File: config.mk
export PLATFORM = sky130hd
export DESIGN_NAME = matmul_sequencer
export DESIGN_NICKNAME = d
export VERILOG_FILES = /design/src/rtl/matmul_sequencer.sv
export SDC_FILE = /design/constraint.sdc
export NUM_CORES = 1
export LEC_CHECK = 0
export CELL_PAD_IN_SITES_DETAIL_PLACEMENT = 1
export CELL_PAD_IN_SITES_GLOBAL_PLACEMENT = 1
export CORE_MARGIN = 4
export CORE_UTILIZATION = 44
export DETAILED_ROUTE_END_ITERATION = 10
export PLACE_DENSITY = 0.89
export SLEW_MARGIN = 0
export SYNTH_ARGS = -nofsm -noshare
export SYNTH_HDL_FRONTEND = slang
export SYNTH_SLANG_ARGS = --single-unit
File: constraint.sdc
create_clock -name i_clk -period 9.8 [get_ports i_clk]
set_input_delay 1.96 -clock i_clk [delete_from_list [all_inputs] [get_ports i_clk]]
set_output_delay 1.96 -clock i_clk [all_outputs]
set_load 0.05 [all_outputs]
File: src/rtl/matmul_sequencer.sv
// matmul_sequencer: streams A (DM1) and B (DM3) words, accumulates byte dot products, writes C bytes to DM2.
// Build option MATMUL_SAT_EN: saturate results to 8'hFF and expose the sticky o_sat_flag output.
module matmul_sequencer #(
    parameter int          N         = 4,
    parameter logic [11:0] A_BASE    = 12'h000,
    parameter logic [11:0] B_BASE    = 12'h000,
    parameter logic [11:0] C_BASE    = 12'h000,
    parameter int          ACC_W     = 24,
    parameter int          OUT_SHIFT = 0
) (
    input  logic        i_clk,
    input  logic        i_rst,
    input  logic        i_start,
    output logic        o_busy,
    output logic        o_done,
    output logic [15:0] o_mem_addr,
    output logic [31:0] o_mem_wdata,
    output logic        o_mem_we,
`ifdef MATMUL_SAT_EN
    output logic        o_sat_flag,
`endif
    input  logic [31:0] i_mem_rdata
);

    localparam int         KW       = N / 4;
    localparam int         CW       = 6;
    localparam logic [3:0] BANK_DM1 = 4'b0000;
    localparam logic [3:0] BANK_DM2 = 4'b0001;
    localparam logic [3:0] BANK_DM3 = 4'b0010;

    typedef enum logic [2:0] {
        S_IDLE = 3'd0,
        S_RD_A = 3'd1,
        S_RD_B = 3'd2,
        S_MAC  = 3'd3,
        S_WR   = 3'd4,
        S_DONE = 3'd5
    } state_t;

    function automatic logic [ACC_W-1:0] dot4(input logic [31:0] a, input logic [31:0] b);
        logic [ACC_W-1:0] sum;
        logic [15:0]      prod;
        sum = {ACC_W{1'b0}};
        for (int lane = 0; lane < 4; lane++) begin
            prod = 16'(a[8*lane +: 8]) * 16'(b[8*lane +: 8]);
            sum  = sum + ACC_W'(prod);
        end
        return sum;
    endfunction

`ifdef MATMUL_SAT_EN
    function automatic logic clamps(input logic [ACC_W-1:0] acc);
        return ((acc >> OUT_SHIFT) > ACC_W'(9'd255));
    endfunction

    function automatic logic [7:0] narrow(input logic [ACC_W-1:0] acc);
        logic [ACC_W-1:0] sh;
        sh = acc >> OUT_SHIFT;
        if (clamps(acc)) begin
            return 8'hFF;
        end else begin
            return sh[7:0];
        end
    endfunction
`else
    function automatic logic [7:0] narrow(input logic [ACC_W-1:0] acc);
        return 8'(acc >> OUT_SHIFT);
    endfunction
`endif

    state_t           r_state;
    state_t           w_state_nxt;
    logic [CW-1:0]    r_i;
    logic [CW-1:0]    r_j;
    logic [CW-1:0]    r_k;
    logic [CW-1:0]    w_i_nxt;
    logic [CW-1:0]    w_j_nxt;
    logic [CW-1:0]    w_k_nxt;
    logic [ACC_W-1:0] r_acc;
    logic [ACC_W-1:0] w_acc_nxt;
    logic [31:0]      r_a;
    logic [11:0]      w_addr_a;
    logic [11:0]      w_addr_b;
    logic [11:0]      w_addr_c;
    logic             r_busy;
    logic             r_done;
    logic             r_mem_we;
    logic [15:0]      r_mem_addr;
    logic [31:0]      r_mem_wdata;

    // State, loop counters, accumulator and the captured A word.
    always_ff @(posedge i_clk) begin
        if (i_rst) begin
            r_state <= S_IDLE;
            r_i     <= {CW{1'b0}};
            r_j     <= {CW{1'b0}};
            r_k     <= {CW{1'b0}};
            r_acc   <= {ACC_W{1'b0}};
            r_a     <= 32'h0000_0000;
        end else begin
            r_state <= w_state_nxt;
            r_i     <= w_i_nxt;
            r_j     <= w_j_nxt;
            r_k     <= w_k_nxt;
            r_acc   <= w_acc_nxt;
            if (r_state == S_RD_B) begin
                r_a <= i_mem_rdata;
            end
        end
    end

    // Next-state, counter stepping and accumulation.
    always_comb begin
        w_state_nxt = r_state;
        w_i_nxt     = r_i;
        w_j_nxt     = r_j;
        w_k_nxt     = r_k;
        w_acc_nxt   = r_acc;
        case (r_state)
            S_IDLE: begin
                if (i_start) begin
                    w_state_nxt = S_RD_A;
                    w_i_nxt     = {CW{1'b0}};
                    w_j_nxt     = {CW{1'b0}};
                    w_k_nxt     = {CW{1'b0}};
                    w_acc_nxt   = {ACC_W{1'b0}};
                end else begin
                    w_state_nxt = S_IDLE;
                end
            end
            S_RD_A: w_state_nxt = S_RD_B;
            S_RD_B: w_state_nxt = S_MAC;
            S_MAC: begin
                // mem_rdata carries the B word here, r_a the matching A word
                w_acc_nxt = r_acc + dot4(r_a, i_mem_rdata);
                if (r_k == CW'(KW - 1)) begin
                    w_state_nxt = S_WR;
                end else begin
                    w_k_nxt     = r_k + CW'(1);
                    w_state_nxt = S_RD_A;
                end
            end
            S_WR: begin
                w_k_nxt   = {CW{1'b0}};
                w_acc_nxt = {ACC_W{1'b0}};
                if (r_j < CW'(N - 1)) begin
                    w_j_nxt     = r_j + CW'(1);
                    w_state_nxt = S_RD_A;
                end else if (r_i < CW'(N - 1)) begin
                    w_j_nxt     = {CW{1'b0}};
                    w_i_nxt     = r_i + CW'(1);
                    w_state_nxt = S_RD_A;
                end else begin
                    w_state_nxt = S_DONE;
                end
            end
            S_DONE:  w_state_nxt = S_IDLE;
            default: w_state_nxt = S_IDLE;
        endcase
    end

    // Outputs are registered from the next state so they line up with the state they belong to.
    assign w_addr_a = A_BASE + 12'(w_i_nxt) * 12'(KW) + 12'(w_k_nxt);
    assign w_addr_b = B_BASE + 12'(w_j_nxt) * 12'(KW) + 12'(w_k_nxt);
    assign w_addr_c = C_BASE + 12'(w_i_nxt) * 12'(N) + 12'(w_j_nxt);

    // Registered bus and status outputs; address and data hold outside the access states.
    always_ff @(posedge i_clk) begin
        if (i_rst) begin
            r_busy      <= 1'b0;
            r_done      <= 1'b0;
            r_mem_we    <= 1'b0;
            r_mem_addr  <= 16'h0000;
            r_mem_wdata <= 32'h0000_0000;
        end else begin
            r_busy   <= (w_state_nxt != S_IDLE);
            r_done   <= (w_state_nxt == S_DONE);
            r_mem_we <= (w_state_nxt == S_WR);
            case (w_state_nxt)
                S_RD_A: r_mem_addr <= {BANK_DM1, w_addr_a};
                S_RD_B: r_mem_addr <= {BANK_DM3, w_addr_b};
                S_WR: begin
                    r_mem_addr  <= {BANK_DM2, w_addr_c};
                    r_mem_wdata <= {24'h00_0000, narrow(w_acc_nxt)};
                end
                default: begin
                    r_mem_addr  <= r_mem_addr;
                    r_mem_wdata <= r_mem_wdata;
                end
            endcase
        end
    end

`ifdef MATMUL_SAT_EN
    logic r_sat_flag;

    // Sticky clamp indicator, cleared when a job is accepted.
    always_ff @(posedge i_clk) begin
        if (i_rst) begin
            r_sat_flag <= 1'b0;
        end else if ((r_state == S_IDLE) && i_start) begin
            r_sat_flag <= 1'b0;
        end else if ((r_state == S_MAC) && (w_state_nxt == S_WR) && clamps(w_acc_nxt)) begin
            r_sat_flag <= 1'b1;
        end
    end

    assign o_sat_flag = r_sat_flag;
`endif

    assign o_busy      = r_busy;
    assign o_done      = r_done;
    assign o_mem_we    = r_mem_we;
    assign o_mem_addr  = r_mem_addr;
    assign o_mem_wdata = r_mem_wdata;

endmodule

==> results of run 1 <==
stage by stage:
stage	utilization [%]	cells	instance area [sq um]	setup WS, ns
CTS	50.8	1217	8880	1.21
floorplan	-	971	8040	1.97
finish	50.8	1217	8880	1.23
detailed placement	49.1	1201	8580	0.914
global placement	49.1	1201	8580	1.24
global route	50.8	1217	8880	0.943
power breakdown:
part	leakage (nW)	internal, mW	switching [mW]
Sequential	0.672	0.363	0.0358
Clock	0.149	0.182	0.175
Combinational	3.20	0.327	0.464
synthesized netlist by cell type (5+ instances only):
| master | number | area (sq um) |
|---|---|---|
| sky130_fd_sc_hd__nand2_1 | 183 | 687 |
| sky130_fd_sc_hd__inv_1 | 134 | 503 |
| sky130_fd_sc_hd__dfxtp_1 | 83 | 1660 |
| sky130_fd_sc_hd__fa_1 | 80 | 1600 |
| sky130_fd_sc_hd__ha_1 | 78 | 976 |
| sky130_fd_sc_hd__and2_1 | 70 | 438 |
| sky130_fd_sc_hd__xnor2_1 | 56 | 490 |
| sky130_fd_sc_hd__a21oi_1 | 54 | 270 |
| sky130_fd_sc_hd__nor2_1 | 45 | 169 |
| sky130_fd_sc_hd__buf_4 | 30 | 225 |
| sky130_fd_sc_hd__clkbuf_1 | 20 | 75.1 |
| sky130_fd_sc_hd__xor2_1 | 13 | 114 |
| sky130_fd_sc_hd__nor2b_1 | 10 | 62.6 |
| sky130_fd_sc_hd__o21ai_0 | 9 | 45.0 |
| sky130_fd_sc_hd__mux2i_1 | 8 | 80.1 |
| sky130_fd_sc_hd__a211oi_1 | 7 | 52.6 |
| sky130_fd_sc_hd__a22oi_1 | 7 | 52.6 |
| sky130_fd_sc_hd__a21o_1 | 5 | 37.5 |
| sky130_fd_sc_hd__o21ai_1 | 5 | 25.0 |
final cells by class:
cell class | count | area, sq um | area share, %
well taps | 225 | 282 | 3.17
inverters | 135 | 507 | 5.71
clock buffers | 9 | 225 | 2.54
repair buffers | 60 | 586 | 6.59
multi-input cells | 698 | 5550 | 62.4
clock inverters | 7 | 76.3 | 0.859
flip-flops and latches | 83 | 1660 | 18.7
path summary, 6_finish.rpt:
path                   start  cells after the start  slack [ns]       end
min reg2reg          r_a[31]                      2        0.46   r_a[31]
max reg2reg          r_a[24]                     22        2.87  r_acc[7]
min                  r_a[31]                      2        0.46   r_a[31]
max          i_mem_rdata[29]                     23        1.23  r_acc[7]
registers in the layout (all words and copies together), names as in the netlist:
name / count
r_a: 32
o_mem_addr: 11
o_mem_wdata: 8
r_acc: 8
r_i: 6
r_j: 6
r_k: 6
r_state: 3
o_busy: 1
o_done: 1
o_mem_we: 1
worst reg2reg max path: stages, from the launching register on:
cell	delay, ns
sky130_fd_sc_hd__dfxtp_1	0.50
sky130_fd_sc_hd__nand2_1	0.13
sky130_fd_sc_hd__fa_1	0.55
sky130_fd_sc_hd__inv_1	0.06
sky130_fd_sc_hd__fa_1	0.54
sky130_fd_sc_hd__inv_1	0.05
sky130_fd_sc_hd__fa_1	0.48
sky130_fd_sc_hd__inv_1	0.08
sky130_fd_sc_hd__fa_1	0.57
sky130_fd_sc_hd__fa_1	0.47
sky130_fd_sc_hd__fa_1	0.54
sky130_fd_sc_hd__fa_1	0.57
sky130_fd_sc_hd__inv_1	0.08
sky130_fd_sc_hd__fa_1	0.61
sky130_fd_sc_hd__inv_1	0.07
sky130_fd_sc_hd__ha_1	0.34
sky130_fd_sc_hd__a21o_1	0.17
sky130_fd_sc_hd__a21oi_1	0.17
sky130_fd_sc_hd__xnor2_1	0.17
sky130_fd_sc_hd__xnor2_1	0.16
sky130_fd_sc_hd__xnor3_1	0.28
sky130_fd_sc_hd__a22oi_2	0.14
sky130_fd_sc_hd__nor2_1	0.06
layer usage:
layer	vias up	GRT usage, %
met5	-	0
met4	0	6.52
met3	36	3.70
met2	125	43.1
met1	3163	28.6
li1	2955	-
cells by family after synthesis:
family,Yosys count,share of synthesized area [%]
multiplexers,9,1.15
other,1,0.0473
adder cells (fa/ha/maj),158,32.5
flip-flops,83,20.9
AO/OA/AOI/OAI,100,7.52
XOR/XNOR,73,8.67
buffers and inverters,190,10.5
AND/OR/NAND/NOR,329,18.7
==> run summary, run 1 <==
Stage delay of the slowest cell on the critical path: 0.61 ns. The post-synthesis instance area is 0.00793 sq mm, and the routed wire length is 23,000 um. After layout, the worst path uses 87.5% of the clock period. After detailed routing, the number of vias per cell comes to 5.16. The data arrival time of the worst path is 8.78 ns, and the horizontal extent of the die is 142 um. The first global-routing pass estimated 37,100 um of wire. The maximum number of pins on one net before global-route repair was 82.

Count of input and output buffers: 56. The die boundary height was 142 um; the total clock sinks was 83. Critical setup path kind: in -> reg. The routed length on met1 is 9600 um. Traced cell by cell, the critical path runs through clkdlybuf4s50_1 > nand2_1 > fa_1 > inv_1 > fa_1 > inv_1 > fa_1 > inv_1 > fa_1 > fa_1 > fa_1 > fa_1 > inv_1 > fa_1 > inv_1 > ha_1 > a21o_1 > a21oi_1 > xnor2_1 > xnor2_1 > xnor3_1 > a22oi_2 > nor2_1. The total iterations of the first detailed-routing run is 6, and the starting density of the core is 45.4%.

Across every metal layer, demand over resource in global routing totals 23.6%. The worst setup path is captured at a flop. The number of placed I/O pins is 86, and the insertion delay to the later sink of the worst-skew pair is 0.37 ns.

The classification of the worst-slack hold path is reg -> reg. The library cell used most frequently in the layout, excluding fill and tap cells, is sky130_fd_sc_hd__nand2_1. For this run, the leading register cell type out of synthesis is sky130_fd_sc_hd__dfxtp_1. The routed length per instance came out at 18.9 um.

The worst slew margin relative to its limit was 32.7%. CTS placed an instance of sky130_fd_sc_hd__clkbuf_16 at the clock tree root. The startpoint type of the worst setup path was an input pin. In this design, the critical path's most frequently occurring cell is sky130_fd_sc_hd__fa_1.

Setup repair after global routing left no endpoint under its margin. The number of nets in the finished design came out at 1,180. The floorplan core area was 0.0175 sq mm; the overall die area was 0.0202 sq mm.

The remaining routing DRC violations was 0. The top metal layer carrying routed signals was met4. Adding up every negative setup slack in the final design gives 0 ns. The library cell contributing the largest single delay on the critical path was sky130_fd_sc_hd__fa_1. The area growth from synthesis to layout is 12.0%.

Total power draw: 1.55 mW. Broken down by cell family, the worst path's largest delay share belongs to adder cells. The longest clock path from root to sink contains 2 buffers.

The logs give 7,048 for the via count of the first global-routing pass and 882 um for the met3 routed wirelength. After the first detailed-routing iteration, the DRC count stood at 266. Once the clock tree was built, the resizer swapped 0 gates to a different size.

The tools report the antenna diode count as 0. Summed over all nets, wire length on met2 after detailed routing comes to 12,000 um. After synthesis, the share of flip-flops with an asynchronous set or reset is 0%.

The H-tree level count is 3, and the reported leakage power is 4.02 nW. Setup violations remaining at the end of the flow were counted as 0. TritonCTS built the clock tree. The number of enable-type register cells in the synthesized netlist was 0; the placer's final routability congestion estimate was 0.904. For the unique cell type count in the Yosys netlist, the log shows 46. The hold violation count in the final report was 0; the slew at the pin with the worst max-slew slack was 1.01 ns. The worst-case IR drop observed on VDD is 0.0956 mV.

The total half-perimeter wirelength after legalization and detailed placement is 18,000 um, and the TritonCTS buffer count is 9. Dividing total power by cell area gives a power density of 174 mW/mm^2. The required time at the endpoint of the critical path is 10.01 ns, and the count of state elements after synthesis is 83.

Hold is met by 0.464 ns. Of all nets on the critical path, the largest fanout is 4. The clock-pin slew on the worst setup and hold paths was 0.07 ns. Post-CTS timing repair inserted 0 buffers for setup. The Yosys step of the flow raised 0 warnings.

The run finished with clean final reports. Between clock sinks in the finished design, the worst skew comes to 0.0109 ns. The initial antenna violation count is 0. The total congestion overflow is 0. The library cells used most frequently in the layout, excluding fill and tap cells, are sky130_fd_sc_hd__nand2_1 (183), sky130_fd_sc_hd__inv_1 (134), sky130_fd_sc_hd__dfxtp_1 (83). Static timing analysis puts the maximum clock frequency at 117 MHz.

The logs give 2,078 for the filler cell count in the final layout and 20.9% for the sequential element share of the synthesized area. The remaining antenna violation count came out at 0. For this design, the CTS-stage hold fixing added 0 buffers.

A synthesized cell averages 8.41 sq um. Gate count of the mapped netlist: 943. Of the cells placed in the final design, the portion with a size suffix greater than 1 is 2.92%.

The final critical-path required period was 8.57 ns; the final count of pins violating max slew was 0. The routed layout has 6,279 vias. Floorplan row count: 48. Max-cap violations in this run came to 0. The critical path contains buffers and inverters numbering 6 combined.
Note: power is estimated with default switching activity, not from simulation.
==> inputs of run 2 (changes only) <==
--- a/config.mk
+++ b/config.mk
@@ -7,7 +7,7 @@
 export LEC_CHECK = 0
 export CELL_PAD_IN_SITES_DETAIL_PLACEMENT = 1
 export CELL_PAD_IN_SITES_GLOBAL_PLACEMENT = 1
-export CORE_MARGIN = 4
+export CORE_MARGIN = 5
 export CORE_UTILIZATION = 44
 export DETAILED_ROUTE_END_ITERATION = 10
 export PLACE_DENSITY = 0.89
==> run 2 against run 1 <==
Net effect: wire length is 0.52% higher; clock power is 9.0% higher; clock-buffer cell count is 1 higher; clock skew is 0.0012 ns higher; sequential share of layout area is 0.071 points lower; via count is 0.81% higher; utilization is 0.85 points lower; total power is 1.5% higher; global-route usage is 0.32 points lower; sequential power hardly changed; largest cell class unchanged; highest routed layer unchanged.
==> run summary, run 2 (same netlist as run 1, synthesis figures left out) <==
The run finished with clean final reports. Setup repair after global routing left no endpoint under its margin. The run gives 0.0208 sq mm (+2.8%) as the overall die area. Combinational group share of total power: 49.8% (-1.4 points). The worst setup path is captured at a flop. The final count of pins violating max slew came out at 0 (unchanged). The most common cell after layout, fill and taps aside is sky130_fd_sc_hd__nand2_1. The proportion of total power due to net switching was 41.7% (-1.9 points); the number of flip-flops in the largest register was 32 (unchanged).

The sum of negative setup slack came out at 0 ns (unchanged). The data arrival time of the worst path was 8.63 ns (-0.15 ns); the slew at the pin with the worst max-slew slack was 1.25 ns (+0.239 ns). Via-per-instance ratio: 5.18 (+0.32%).

The number of cells traversed by the worst register-to-register path came out at 19 (-14%). The critical path goes through clkdlybuf4s50_1 > and2_1 > fa_1 > fa_1 > inv_1 > fa_1 > fa_1 > fa_1 > inv_1 > fa_1 > fa_1 > inv_1 > fa_1 > inv_1 > ha_1 > a21o_1 > a21oi_1 > xnor2_1 > xnor2_1 > xnor3_1 > nor2_1 > a21oi_1. The setup path with the least slack is of type in -> reg. Among the stages of the critical path, the cell type that occurs most often is sky130_fd_sc_hd__fa_1. Share of the core filled with cells: 50.0% (-0.85 points). The number of nets in the finished design is 1,180 (unchanged). Met2 wire length: 12,000 um (about the same).

The logs give 82 (unchanged) for the maximum number of pins on one net before global-route repair and 2 (unchanged) for the maximum root-to-sink buffer count. The initial antenna violation count was 2 (+2). Starting density of the core: 44.5% (-0.93 points). The min-delay analysis places its worst path in the category reg -> reg. The routed wire length is 23,100 um (+0.52%), and the total clock sinks is 83 (unchanged). The floorplan row count is 49 (+2.1%), and the total power draw is 1.57 mW (+1.5%).

The logs give 10.03 ns (+0.02 ns) for the required time at the endpoint of the critical path and 16.6% (-16 points) for the worst slew margin relative to its limit. The power density of the placed cells is 176 mW/mm^2 (+1.1%), and the horizontal extent of the die is 144 um (+1.4%). The number of buffers added for setup after CTS came out at 0 (unchanged). TritonCTS built the clock tree.

Worst setup skew after layout: 0.0121 ns (+0.00119 ns). The number of placed I/O pins is 86 (unchanged), and the maximum vdd drop is 0.112 mV (+17%). The tools report the hold violation count in the final report as 0 (unchanged). The routed length per instance is 18.9 um (about the same), and the H-tree level count is 3 (unchanged).

Met3 routed wirelength: 1000 um (+14%). In this run the critical register-to-register path is launched from r_a[16]. The TritonCTS buffer count came out at 9 (unchanged).

The register containing the most flip-flops in the final layout was r_a. The root buffer cell chosen for the clock tree is sky130_fd_sc_hd__clkbuf_16. The tools report the capture instance of the worst register-to-register path as o_mem_wdata[7]. For the floorplan core area, the log shows 0.0178 sq mm (+2.1%). The final critical-path required period came out at 8.40 ns (-0.179 ns). The tools report the total iterations of the first detailed-routing run as 4 (-2).

The insertion delay to the later sink of the worst-skew pair was 0.36 ns (about the same). The global-route wire length before repair is 37,100 um (about the same), and the count of input and output buffers is 56 (unchanged). Compared with the post-synthesis result, the final layout area differs by 12.4%.

For the setup violation total in the final timing report, the log shows 0 (unchanged). The clock-pin slew on the worst setup and hold paths is 0.07 ns (about the same), and the layout cell share with drive strength beyond 1 is 2.82% (-0.10 points). The cell internal power dissipation was 0.915 mW (+4.9%); the via count of the first global-routing pass was 7,101 (+0.75%). The cell depth of the worst hold path was 2 (unchanged).

The placement-stage worst setup slack is 1.06 ns (+0.150 ns). The total congestion overflow was 0 (unchanged); the count of routing violations after the opening detailed-route iteration was 204 (-23%). In the layout the commonest cells are sky130_fd_sc_hd__nand2_1 (183), sky130_fd_sc_hd__inv_1 (134), sky130_fd_sc_hd__dfxtp_1 (83). The register-to-register path setup slack is 3.07 ns (+0.20 ns). The final cycle utilization of the critical path is 85.7% (-1.8 points). The tools report the remaining antenna violation count as 0 (unchanged).

The upper clock frequency limit was 119 MHz (+2.1%); the count of hold-fix buffers inserted at cts was 0 (unchanged). The startpoint identified for the worst hold timing path is r_a[7]. The library cell contributing the largest single delay on the critical path was sky130_fd_sc_hd__clkdlybuf4s50_1. For the overall track demand over capacity in global routing, the log shows 23.2% (-0.32 points). The run gives 0 (unchanged) as the post-CTS resize count.

The top metal layer carrying routed signals was met4. The total half-perimeter wirelength after legalization and detailed placement is 18,100 um (+0.49%). The remaining routing DRC violations was 0 (unchanged); the reported leakage power was 4.03 nW (+0.16%). The total via count in the routed design was 6,330 (+0.81%); the part of the power in registers was 25.4% (-0.4 points). The routed length on met1 is 9320 um (-2.8%), and the stage delay of the slowest cell on the critical path is 0.68 ns (+0.07 ns).

The portion of total power attributed to the clock network is 24.8% (+1.7 points). The final critical-path setup slack came out at 1.40 ns (+0.179 ns). Net switching power of the design: 0.655 mW (-3.0%). The max-capacitance violation count is 0 (unchanged). The placer's final routability congestion estimate was 0.874 (-3.3%). The startpoint type of the worst setup path is an input pin. The die boundary height is 144 um (+1.4%). The largest driver fanout on the critical path was 9 (+5). The endpoint with the worst hold slack was r_a[7].
==> run 2: changes by cell type in the layout (fill, tap and decap cells not counted), sizes merged <==
cell      before  now
inv          140  138
diode          0    2
clkinvlp       0    1
bufinv         0    2
clkbuf         9   10
clkinv         2    0
==> run 2: final cells by class <==
| type | instances | area [sq um] |
|---|---|---|
| antenna | 2 | 5.00 |
| clock buffer | 10 | 229 |
| clock inverter | 6 | 96.3 |
| fill | 2142 | 8920 |
| inverter | 135 | 507 |
| multi-input combinational | 698 | 5550 |
| sequential | 83 | 1660 |
| tap | 229 | 287 |
| timing repair buffer | 60 | 586 |
==> run 2: metrics by stage <==
step / cell area (sq um) / hold WS, ns / instances
floorplan: 8040 / 0.436 / 971
CTS: 8910 / 0.462 / 1221
finish: 8920 / 0.462 / 1223
global placement: 8590 / 0.439 / 1205
global route: 8920 / 0.491 / 1223
detailed placement: 8590 / 0.453 / 1205
==> run 2: power by group through the flow <==
stage | clock [mW] | sequential (mW) | combinational (mW)
final | 0.389 | 0.398 | 0.782
after global routing | 0.407 | 0.403 | 0.870
after CTS | 0.395 | 0.398 | 0.787
after detailed placement | 0 | 0.405 | 0.771
after global placement | 0 | 0.403 | 0.734
after floorplan | 0 | 0.407 | 0.553
==> run 2: worst max path at each step <==
stage,from,to,slack [ns],cells after the start
global placement,i_mem_rdata[29],r_acc[7],1.25,23
floorplan,i_mem_rdata[24],r_acc[7],1.97,22
CTS,i_mem_rdata[18],o_mem_wdata[7],1.41,20
finish,i_mem_rdata[0],o_mem_wdata[7],1.40,22
detailed placement,i_mem_rdata[0],r_acc[7],1.06,22
global route,i_mem_rdata[25],r_acc[7],1.17,23
==> run 2: per-layer routing <==
metal	GRT usage (%)	up-vias
met1	27.2	3173
li1	-	2957
met3	5.03	55
met2	41.1	145
met5	0	-
met4	9.82	0
==> run 2: worst max-delay path: cells and delay by family <==
family	cells	cell delay, ns
buffers and inverters	5	0.89
AO/OA/AOI/OAI	3	0.42
adder cells (fa/ha/maj)	9	4.36
AND/OR/NAND/NOR	2	0.36
XOR/XNOR	3	0.62
==> inputs of run 3 (changes only) <==
--- a/config.mk
+++ b/config.mk
@@ -11,7 +11,7 @@
 export CORE_UTILIZATION = 44
 export DETAILED_ROUTE_END_ITERATION = 10
 export PLACE_DENSITY = 0.89
-export SLEW_MARGIN = 0
+export SLEW_MARGIN = 20
 export SYNTH_ARGS = -nofsm -noshare
 export SYNTH_HDL_FRONTEND = slang
 export SYNTH_SLANG_ARGS = --single-unit
==> run 3 against run 2 <==
Net effect: total power barely moved; hold slack improved by 0.00096 ns; via count is 0.30% higher; die area is the same; setup slack improved by 0.0040 ns; final area about the same; maximum frequency hardly changed; largest cell class unchanged.
==> run summary, run 3 (same netlist as run 1, synthesis figures left out) <==
The run finished with clean final reports. Most common cell after layout, fill and taps aside: sky130_fd_sc_hd__nand2_1. Starting density of the core: 44.5% (unchanged). The overall track demand over capacity in global routing is 23.2% (unchanged). The count of input and output buffers is 56 (unchanged), and the clock-pin slew on the worst setup and hold paths is 0.07 ns (about the same). Count of routing violations after the opening detailed-route iteration: 204 (unchanged). The floorplan row count is 49 (unchanged), and the overall die area is 0.0208 sq mm (unchanged). The worst setup path is launched from an input pin. For the sum of negative setup slack, the log shows 0 ns (unchanged). The global routing stage identified its most utilized layer as met2.

The slew at the pin with the worst max-slew slack works out to 0.894 ns (-0.352 ns). Register containing the most flip-flops in the final layout: r_a. The tools report the met2 routing resource usage after global routing as 41.1% (unchanged). For the routed wire length, the log shows 23,100 um (about the same). The final critical-path required period is 8.39 ns (-0.00397 ns), and the met1 layer usage reported by global route is 27.2% (unchanged).

The maximum root-to-sink buffer count was 2 (unchanged). The tools report the maximum number of pins on one net before global-route repair as 82 (unchanged). The total clock sinks is 83 (unchanged). The startpoint of the worst hold path was r_a[7]. The TritonCTS buffer count is 9 (unchanged), and the upper clock frequency limit is 119 MHz (about the same). The register area is 0.00166 sq mm (unchanged), and the multi-input logic area is 0.00555 sq mm (about the same). The logs give 0 (unchanged) for the final count of pins violating max slew and 8.62 ns (about the same) for the data arrival time of the worst path. The logs give 0.36 ns (about the same) for the insertion delay to the later sink of the worst-skew pair and 3 (unchanged) for the H-tree level count. The placer's final routability congestion estimate was 0.874 (unchanged).

The number of flip-flops in the largest register is 32 (unchanged), and the number of buffers added for setup after CTS is 0 (unchanged). The via-per-instance ratio came out at 5.19 (+0.30%). The number of placed I/O pins came out at 86 (unchanged). The die boundary height was 144 um (unchanged); the total via count in the routed design was 6,349 (+0.30%).

The post-CTS resize count was 0 (unchanged); the post-synthesis to final-layout area growth was 12.4% (about the same). The power density of the placed cells works out to 176 mW/mm^2 (about the same). The horizontal extent of the die is 144 um (unchanged), and the count of hold-fix buffers inserted at cts is 0 (unchanged). The total iterations of the first detailed-routing run is 4 (unchanged), and the routing usage on met3 is 5.03% (unchanged). For the minimum hold slack, the log shows 0.463 ns (+0.000959 ns).

The layout cell share with drive strength beyond 1 is 2.92% (+0.10 points). The tightest min-delay check is of the reg -> reg type. The routed length per instance was 18.9 um (about the same). The final cycle utilization of the critical path was 85.6% (about the same).

The logs give 0 (unchanged) for the max-capacitance violation count and 0.0178 sq mm (unchanged) for the floorplan core area. The worst setup path is of the in -> reg kind. The kind of end point of the critical path is a flop. In the layout the commonest cells are sky130_fd_sc_hd__nand2_1 (183), sky130_fd_sc_hd__inv_1 (134), sky130_fd_sc_hd__dfxtp_1 (83).

The run gives 0 (unchanged) as the hold violation count in the final report. The total half-perimeter wirelength after legalization and detailed placement was 18,100 um (unchanged); the remaining antenna violation count was 0 (unchanged). For the via count of the first global-routing pass, the log shows 7,101 (unchanged).

For the filler cell count in the final layout, the log shows 2,142 (unchanged). The logs give 4.03 nW (about the same) for the reported leakage power and 1,180 (unchanged) for the number of nets in the finished design. Setup repair after global routing left no endpoint under its margin. The initial antenna violation count came out at 2 (unchanged). TritonCTS built the clock tree.

The tree is rooted in a sky130_fd_sc_hd__clkbuf_16. The worst setup skew after layout is 0.0112 ns (-0.000940 ns), and the worst slew margin relative to its limit is 40.4% (+24 points). The total congestion overflow was 0 (unchanged). The worst register-to-register path begins at r_a[16].

The maximum vdd drop is 0.112 mV (about the same), and the largest driver fanout on the critical path is 9 (unchanged). The required time at the endpoint of the critical path is 10.03 ns (about the same). For the remaining routing DRC violations, the log shows 0 (unchanged). The most critical setup path has its startpoint at i_mem_rdata[0]. The setup violation total in the final timing report was 0 (unchanged); the global-route wire length before repair was 37,100 um (unchanged).
-- run 3: cell count changes in the layout (fill, tap and decap cells not counted) --
cell	previous run	this run
sky130_fd_sc_hd__nor2_1	45	44
sky130_fd_sc_hd__nor2_2	0	1
-- run 3: layer usage --
metal  share of wire, %  vias to the layer above  wire [um]
li1                   -                     2957          -
met1                 40                     3181       9310
met2                 52                      151      11900
met3                4.4                       60       1020
met4                3.8                        0        876
met5                  0                        -          0
-- run 3: critical path, cell delays in order --
cell and delay (ns):
sky130_fd_sc_hd__clkdlybuf4s50_1 0.68, sky130_fd_sc_hd__and2_1 0.22, sky130_fd_sc_hd__fa_1 0.45, sky130_fd_sc_hd__fa_1 0.50, sky130_fd_sc_hd__inv_1 0.06, sky130_fd_sc_hd__fa_1 0.56, sky130_fd_sc_hd__fa_1 0.44, sky130_fd_sc_hd__fa_1 0.51
sky130_fd_sc_hd__inv_1 0.05, sky130_fd_sc_hd__fa_1 0.46, sky130_fd_sc_hd__fa_1 0.57, sky130_fd_sc_hd__inv_1 0.06, sky130_fd_sc_hd__fa_1 0.54, sky130_fd_sc_hd__inv_1 0.04, sky130_fd_sc_hd__ha_1 0.33, sky130_fd_sc_hd__a21o_1 0.18
sky130_fd_sc_hd__a21oi_1 0.17, sky130_fd_sc_hd__xnor2_1 0.11, sky130_fd_sc_hd__xnor2_1 0.22, sky130_fd_sc_hd__xnor3_1 0.28, sky130_fd_sc_hd__nor2_1 0.14, sky130_fd_sc_hd__a21oi_1 0.07
-- run 3: report_power, final --
part | switching (mW) | leakage, nW | internal, mW
clock | 0.161 | 0.156 | 0.227
sequential | 0.0359 | 0.672 | 0.363
combinational | 0.459 | 3.20 | 0.324
-- run 3: layout make-up --
cell class | instances | share of cell area [%]
Timing Repair Buffer | 60 | 6.57
Clock buffer | 10 | 2.57
Antenna cell | 2 | 0.0561
Clock inverter | 6 | 1.08
Inverter | 135 | 5.68
Tap cell | 229 | 3.21
Multi-Input combinational cell | 698 | 62.2
Sequential cell | 83 | 18.6
-- run 3: final timing paths --
check / endpoint / slack [ns] / cells past startpoint
worst min-delay path: r_a[7] / 0.46 / 2
worst min register to register: r_a[7] / 0.46 / 2
worst max register to register: o_mem_wdata[7] / 3.07 / 19
worst max-delay path: o_mem_wdata[7] / 1.41 / 22
-- run 3: through the flow --
| stage | std cells | utilization (%) | total power, mW | setup WS [ns] | area (sq um) |
|---|---|---|---|---|---|
| after floorplan | 971 | - | 0.960 | 1.97 | 8040 |
| after global placement | 1205 | 48.1 | 1.14 | 1.25 | 8590 |
| after detailed placement | 1205 | 48.1 | 1.18 | 1.06 | 8590 |
| after CTS | 1221 | 49.9 | 1.58 | 1.41 | 8910 |
| after global routing | 1223 | 50.0 | 1.68 | 1.17 | 8920 |
| final | 1223 | 50.0 | 1.57 | 1.41 | 8920 |
